## config.mk

```make
export PLATFORM = sky130hd
export DESIGN_NAME = mcp_capture_reg
export DESIGN_NICKNAME = d
export VERILOG_FILES = /design/src/rtl/mcp_capture_pkg.sv /design/src/rtl/mcp_sat_counter.sv /design/src/rtl/mcp_capture_reg.sv
export SDC_FILE = /design/constraint.sdc
export NUM_CORES = 1
export LEC_CHECK = 0
export CORE_MARGIN = 2
export CORE_UTILIZATION = 49
export CTS_BUF_LIST = sky130_fd_sc_hd__clkbuf_8
export DETAILED_ROUTE_END_ITERATION = 8
export PLACE_DENSITY = 0.82
export SLEW_MARGIN = 20
export SYNTH_ARGS = -nofsm -noshare
export SYNTH_HDL_FRONTEND = slang
export SYNTH_SLANG_ARGS = --single-unit
```

## constraint.sdc

```tcl
create_clock -name clk -period 2.68 [get_ports clk]
set_clock_uncertainty 0.15 [all_clocks]
set_input_delay 0.268 -clock clk [delete_from_list [all_inputs] [get_ports clk]]
set_output_delay 0.268 -clock clk [all_outputs]
set_load 0.03 [all_outputs]
```

## src/rtl/mcp_capture_pkg.sv

```systemverilog
// ---------------------------------------------------------------------------
// mcp_capture_pkg
//   Shared types and helpers for the multi-cycle-path capture stage.
//   - mcp_state_t : capture FSM states (IDLE / WAIT / HOLD)
//   - MCP_CNT_W   : width of the launch-to-capture countdown
//   - ERR_CNT_W   : width of the saturating error counter
//   - sat_inc()   : saturating increment used by the error counter
// ---------------------------------------------------------------------------
package mcp_capture_pkg;

  // IDLE: nothing pending, WAIT: counting down to the capture edge,
  // HOLD: data captured, watching the bus for late movement
  typedef enum logic [1:0] {
    MCP_IDLE = 2'd0,
    MCP_WAIT = 2'd1,
    MCP_HOLD = 2'd2
  } mcp_state_t;

  localparam int MCP_CNT_W = 8;
  localparam int ERR_CNT_W = 16;

  // Adds one when inc is set, but sticks at all-ones instead of wrapping
  function automatic logic [ERR_CNT_W-1:0] sat_inc(input logic [ERR_CNT_W-1:0] count,
                                                   input logic                 inc);
    logic [ERR_CNT_W-1:0] result;
    result = count;
    if (inc && (count != {ERR_CNT_W{1'b1}})) begin
      result = count + ERR_CNT_W'(1);
    end
    return result;
  endfunction

endpackage

```

## src/rtl/mcp_sat_counter.sv

```systemverilog
// ---------------------------------------------------------------------------
// mcp_sat_counter
//   ERR_CNT_W-bit event counter that saturates at all-ones and never wraps.
// Ports
//   clk   in   1          clock, posedge
//   rst   in   1          synchronous reset, active-high, clears the count
//   inc   in   1          count one event this cycle
//   count out  ERR_CNT_W  current (saturated) count
// ---------------------------------------------------------------------------
module mcp_sat_counter
  import mcp_capture_pkg::*;
(
  input  logic                 clk,
  input  logic                 rst,
  input  logic                 inc,
  output logic [ERR_CNT_W-1:0] count
);

  // Count register; reset wins over any pending increment
  always_ff @(posedge clk) begin
    if (rst) begin
      count <= '0;
    end else begin
      count <= sat_inc(count, inc);
    end
  end

endmodule

```

## src/rtl/mcp_capture_reg.sv

```systemverilog
// ---------------------------------------------------------------------------
// mcp_capture_reg
//   Destination-side capture stage for a multi-cycle path. A source launch
//   pulse starts a countdown of MCP_CYCLES clocks; on the final edge the bus
//   is registered into data_out and dst_valid pulses. After a capture the
//   stage keeps comparing the bus against the captured value and flags any
//   movement that happens without a new launch (late data). A launch that
//   arrives while a capture is still pending restarts the countdown and is
//   flagged as an overrun. Both error kinds feed a saturating counter.
//
// Parameters
//   BUS_WIDTH   width of the captured bus
//   MCP_CYCLES  launch-to-capture distance in clocks, 1..255
//
// Ports
//   clk          in   1          clock, all logic on posedge
//   rst          in   1          synchronous reset, active-high
//   src_launch   in   1          1-cycle launch pulse from the source side
//   data_in      in   BUS_WIDTH  multi-cycle bus (after the delay model)
//   data_out     out  BUS_WIDTH  captured data register
//   dst_valid    out  1          1-cycle pulse: data_out updated
//   busy         out  1          capture pending (state WAIT)
//   late_err     out  1          1-cycle pulse: bus moved after capture
//   overrun_err  out  1          1-cycle pulse: launch while capture pending
//   err_count    out  16         saturating count of error pulses
//
// Configuration
//   MCP_CAPTURE_XCHECK_EN : when defined, an X/Z on data_in at the capture
//   edge raises a simulation $error and bumps err_count. Capture still
//   takes the X value. When undefined, no X check is built.
// ---------------------------------------------------------------------------
module mcp_capture_reg
  import mcp_capture_pkg::*;
#(
  parameter int BUS_WIDTH  = 32,
  parameter int MCP_CYCLES = 2
) (
  input  logic                 clk,
  input  logic                 rst,
  input  logic                 src_launch,
  input  logic [BUS_WIDTH-1:0] data_in,
  output logic [BUS_WIDTH-1:0] data_out,
  output logic                 dst_valid,
  output logic                 busy,
  output logic                 late_err,
  output logic                 overrun_err,
  output logic [ERR_CNT_W-1:0] err_count
);

  // The countdown register is only MCP_CNT_W bits wide, so larger distances
  // cannot be represented; zero would mean capturing on the launch edge.
  generate
    if ((MCP_CYCLES < 1) || (MCP_CYCLES > 255)) begin : g_bad_mcp_cycles
      $fatal(1, "mcp_capture_reg: MCP_CYCLES=%0d outside legal range 1..255", MCP_CYCLES);
    end
  endgenerate

  // Counter value loaded on a launch: the capture happens when it reaches 0,
  // which is exactly MCP_CYCLES edges after the launch edge.
  localparam logic [MCP_CNT_W-1:0] CNT_RELOAD = MCP_CNT_W'(MCP_CYCLES - 1);

  mcp_state_t           state;
  logic [MCP_CNT_W-1:0] cnt;

  logic capture_now;
  logic overrun_now;
  logic late_now;
  logic xerr_now;
  logic err_inc;

  // Decode this cycle's events from the current state. The error pulses are
  // the registered versions of these, and the error counter counts them on
  // the same edge the pulses are registered. Case-equality is used for the
  // late check so a captured X that stays X is not reported as movement.
  always_comb begin
    capture_now = (state == MCP_WAIT) && (cnt == '0);
    overrun_now = (state == MCP_WAIT) && (cnt != '0) && src_launch;
    late_now    = (state == MCP_HOLD) && !src_launch && (data_in !== data_out);
  end

`ifdef MCP_CAPTURE_XCHECK_EN
  // Simulation-only check: an unknown bit on the bus at the capture edge
  // means the path was not settled in time.
  assign xerr_now = capture_now && ((^data_in) === 1'bx);

  always @(posedge clk) begin
    if (!rst && xerr_now) begin
      $error("%m: X/Z on data_in at capture edge, time %0t", $time);
    end
  end
`else
  assign xerr_now = 1'b0;
`endif

  // Late and overrun are mutually exclusive by state, and an X event can
  // only occur on a capture edge, so at most one increment per edge.
  assign err_inc = late_now | overrun_now | xerr_now;

  assign busy = (state == MCP_WAIT);

  // Capture FSM with registered pulse outputs. Pulses default to zero every
  // cycle. A launch on the capture edge itself is a legal back-to-back
  // transfer: the capture completes and the countdown restarts.
  always_ff @(posedge clk) begin
    if (rst) begin
      state       <= MCP_IDLE;
      cnt         <= '0;
      data_out    <= '0;
      dst_valid   <= 1'b0;
      late_err    <= 1'b0;
      overrun_err <= 1'b0;
    end else begin
      dst_valid   <= 1'b0;
      late_err    <= late_now;
      overrun_err <= overrun_now;

      case (state)
        MCP_IDLE: begin
          if (src_launch) begin
            state <= MCP_WAIT;
            cnt   <= CNT_RELOAD;
          end
        end

        MCP_WAIT: begin
          if (cnt != '0) begin
            if (src_launch) begin
              cnt <= CNT_RELOAD;
            end else begin
              cnt <= cnt - MCP_CNT_W'(1);
            end
          end else begin
            data_out  <= data_in;
            dst_valid <= 1'b1;
            if (src_launch) begin
              state <= MCP_WAIT;
              cnt   <= CNT_RELOAD;
            end else begin
              state <= MCP_HOLD;
            end
          end
        end

        MCP_HOLD: begin
          if (src_launch) begin
            state <= MCP_WAIT;
            cnt   <= CNT_RELOAD;
          end
        end

        default: begin
          state <= MCP_IDLE;
          cnt   <= '0;
        end
      endcase
    end
  end

  // Saturating count of all error pulses
  mcp_sat_counter u_err_counter (
    .clk   (clk),
    .rst   (rst),
    .inc   (err_inc),
    .count (err_count)
  );

endmodule

```

==> impl_metrics.py <==
metrics = {
    "run_status": {
        "status": "completed",
    },
    "synthesis": {
        "ys_top_cells_by_area": "dfxtp_1 40%, xnor2_1 9.2%, a21oi_1 7.6%",
        "synth_xor_area_share_pct": 9.51,
        "synth-simple-area-share_pct": 24.8,
        "synth_top_family_by_area": "simple AND/OR/NAND/NOR gates",
        "syn-num-nets": 403,
        "synthMuxAreaShare_pct": 1.19,
        "synth_edf_count": 0,
        "synthFlopType": "dfxtp_1",
        "post-synth-top-count-cell": "dfxtp_1",
        "syn_avg_cell_area_um2": 8.33,
        "synth_adder_area_share_pct": 1.24,
        "synth-seq-cells": 61,
        "async_flop_share_pct": 0,
        "ys.warnings.count": 0,
        "synth_top_cell_area_share_pct": 40.2,
        "ys_seq_area_share_pct": 40.2,
        "synth_area_um2": 3040,
        "synth.distinct_cells": 52,
        "yosysTopAreaCell": "dfxtp_1",
        "synth_cells": 365,
        "synth_commonest_cells": "61 x dfxtp_1, 46 x a21oi_1, 45 x nand2_1",
        "synth-compound-area-share_pct": 17.9,
    },
    "detailed_routing": {
        "routed_wl_mm": 8.03,
        "drt_iter0_markers": 180,
        "route.detailed.drc": 0,
        "ant_nets": 0,
        "vias_per_cell": 5.59,
        "num_vias": 2974,
        "firstDrtPassIters": 4,
        "wl_per_cell_um": 15.1,
    },
    "sta": {
        "final-hold-violation-count": 0,
        "drv_slew": 0,
        "finalSetupViolCount": 0,
        "max_freq_ghz": 0.417,
        "period_share_pct": 89.5,
        "postLayoutSetupSlackWorst_ps": 281,
        "worstMarginPinSlew_ps": 628,
        "slew_headroom_pct": 58.1,
        "rsz0062_at_grt": "false",
        "fin_crit_ps": 2400,
        "final.setup.tns_ps": 0,
    },
    "cts": {
        "path_clk_slew_ps": 70,
        "cts_resized": 0,
        "worstSkewPairLatency_ps": 350,
        "htree_levels": 3,
        "cts_tree": "yes",
        "clock_sinks": 61,
        "hold_buffers": 0,
        "clk_path_buf_depth": 2,
        "postCtsSetupBuffers": 0,
        "root_buffer": "clkbuf_8",
        "numCtsBuffers": 9,
    },
    "placement": {
        "pre_cts_ws_ps": 1.54,
        "place.gp.congestion": 0.833,
        "portBuffers": 86,
        "dp.cells": 516,
        "dp_hpwl_mm": 5.73,
    },
    "job": {
        "cap_violations": 0,
    },
    "critical_path": {
        "rrSetupSlack_ps": 280,
        "timing.rr.end": "u_err_counter.count[11]",
        "r2r_start": "cnt[1]",
        "startpoint": "cnt[1]",
        "critical_path_class": "register to register",
        "worst_r2r_path_depth": 10,
        "crit_arrival_ps": 2520,
        "cp-start-kind": "register",
        "cp-endpoint": "u_err_counter.count[11]",
        "worstPathMaxFanout": 16,
        "cp_data_required_time_ps": 2800,
        "crit_path_end_kind": "register",
    },
    "final_layout": {
        "fill_cells": 473,
        "fin_cells": 532,
        "area_delta_synth_final_pct": 36.6,
        "nNetsFinal": 490,
        "antenna_cells": 0,
        "drive_above_1_share_pct": 10.9,
    },
    "floorplan": {
        "die_w_um": 82.8,
        "die_h_um": 82.8,
        "io_pins": 87,
        "initial_utilization_pct": 51.0,
        "row_count": 28,
        "dieArea_um2": 6850,
        "coreArea_um2": 5960,
    },
    "global_route": {
        "met3_usage_pct": 8.59,
        "grt_busiest_layer": "met2",
        "grt_pass1_wl_mm": 13.0,
        "grt_use_met2_pct": 40.6,
        "grt_max_degree": 35,
        "met1_usage_pct": 30.3,
        "grt_usage_pct": 25.1,
        "grt-ovfl-total": 0,
        "antenna_found_initial": 0,
        "first_global_vias": 2820,
    },
    "pwr": {
        "peakVddDrop_mv": 0.304,
        "cellPowerDensity_nw_per_um2": 544,
        "leakagePower_nw": 1.35,
    },
    "min_path": {
        "worstHoldPathType": "primary input to register",
        "min_path_cells": 2,
    },
}
worst min-delay path by stage:
stage / startpoint / to
6_report: rst / u_err_counter.count[0]
5_1_grt: rst / late_err
4_1_cts: rst / u_err_counter.count[0]
3_5_place_dp: data_out[15] / data_out[15]
3_3_place_gp: data_out[15] / data_out[15]
2_1_floorplan: data_in[0] / data_out[0]
cells by family (layout without fill, tap and decap cells):
| logic type | after synthesis | count (layout) |
|---|---|---|
| compound gates | 84 | 84 |
| mux | 3 | 3 |
| simple gates | 149 | 149 |
| flops | 61 | 61 |
| fa+ha+maj | 3 | 3 |
| xor+xnor | 33 | 33 |
| buf+inv | 32 | 124 |
placed cells by master, fill, tap and decap left out, drive strengths merged, types with 2 or more instances in the layout:
cell type	instances
clkdlybuf4s50	85
dfxtp	61
a21oi	51
nand2	45
nand3	43
xnor2	32
nor2	17
buf	13
clkbuf	11
inv	11
nand4	10
or4	10
o31ai	8
o21ai	8
nor3	6
a211oi	4
or3	4
nor2b	4
nor4	4
a311oi	3
ha	3
clkinv	3
mux2	2
a31o	2
metrics by stage:
stage / hold slack, ps / area (um2) / utilization (%) / total power, mW
global placement: 317 / 3970 / 66.7 / 1.53
finish: 267 / 4150 / 69.7 / 2.26
detailed placement: 326 / 3970 / 66.7 / 1.54
floorplan: 266 / 3040 / - / 1.33
global route: 323 / 4150 / 69.7 / 2.37
CTS: 262 / 4150 / 69.7 / 2.27
critical path, stage by stage (launching register included):
cell	delay, ps
dfxtp_1	390
inv_1	90
ha_1	210
inv_1	100
o41ai_4	90
a22oi_2	180
o31ai_2	90
buf_4	170
buf_12	140
or4_2	560
a21oi_2	150
per-layer routing:
layer | routed length [um] | vias to the layer above
li1 | - | 1472
met1 | 3400 | 1399
met2 | 3880 | 87
met3 | 566 | 16
met4 | 181 | 0
met5 | 0 | -
registers in the layout, indices dropped and copies added (netlist names):
register             flops
data_out                32
u_err_counter.count     16
cnt                      8
state                    2
dst_valid                1
late_err                 1
overrun_err              1
area by class of cell:
type                    count  area (um2)  area share [%]
repair buffers             98         958            23.1
inverters                  10        37.5           0.904
clock buffers              11         151            3.65
well taps                  75        93.8            2.26
multi-input cells         272        1660            40.1
flip-flops and latches     61        1220            29.4
clock inverters             5        26.3           0.633
where the power goes:
part / internal (mW) / total (mW) / switching [mW]
logic: 0.223 / 0.525 / 0.302
clock network: 0.377 / 0.737 / 0.359
registers: 0.951 / 0.997 / 0.0461
total: 1.55 / 2.26 / 0.708
Note: power is estimated with default switching activity, not from simulation.
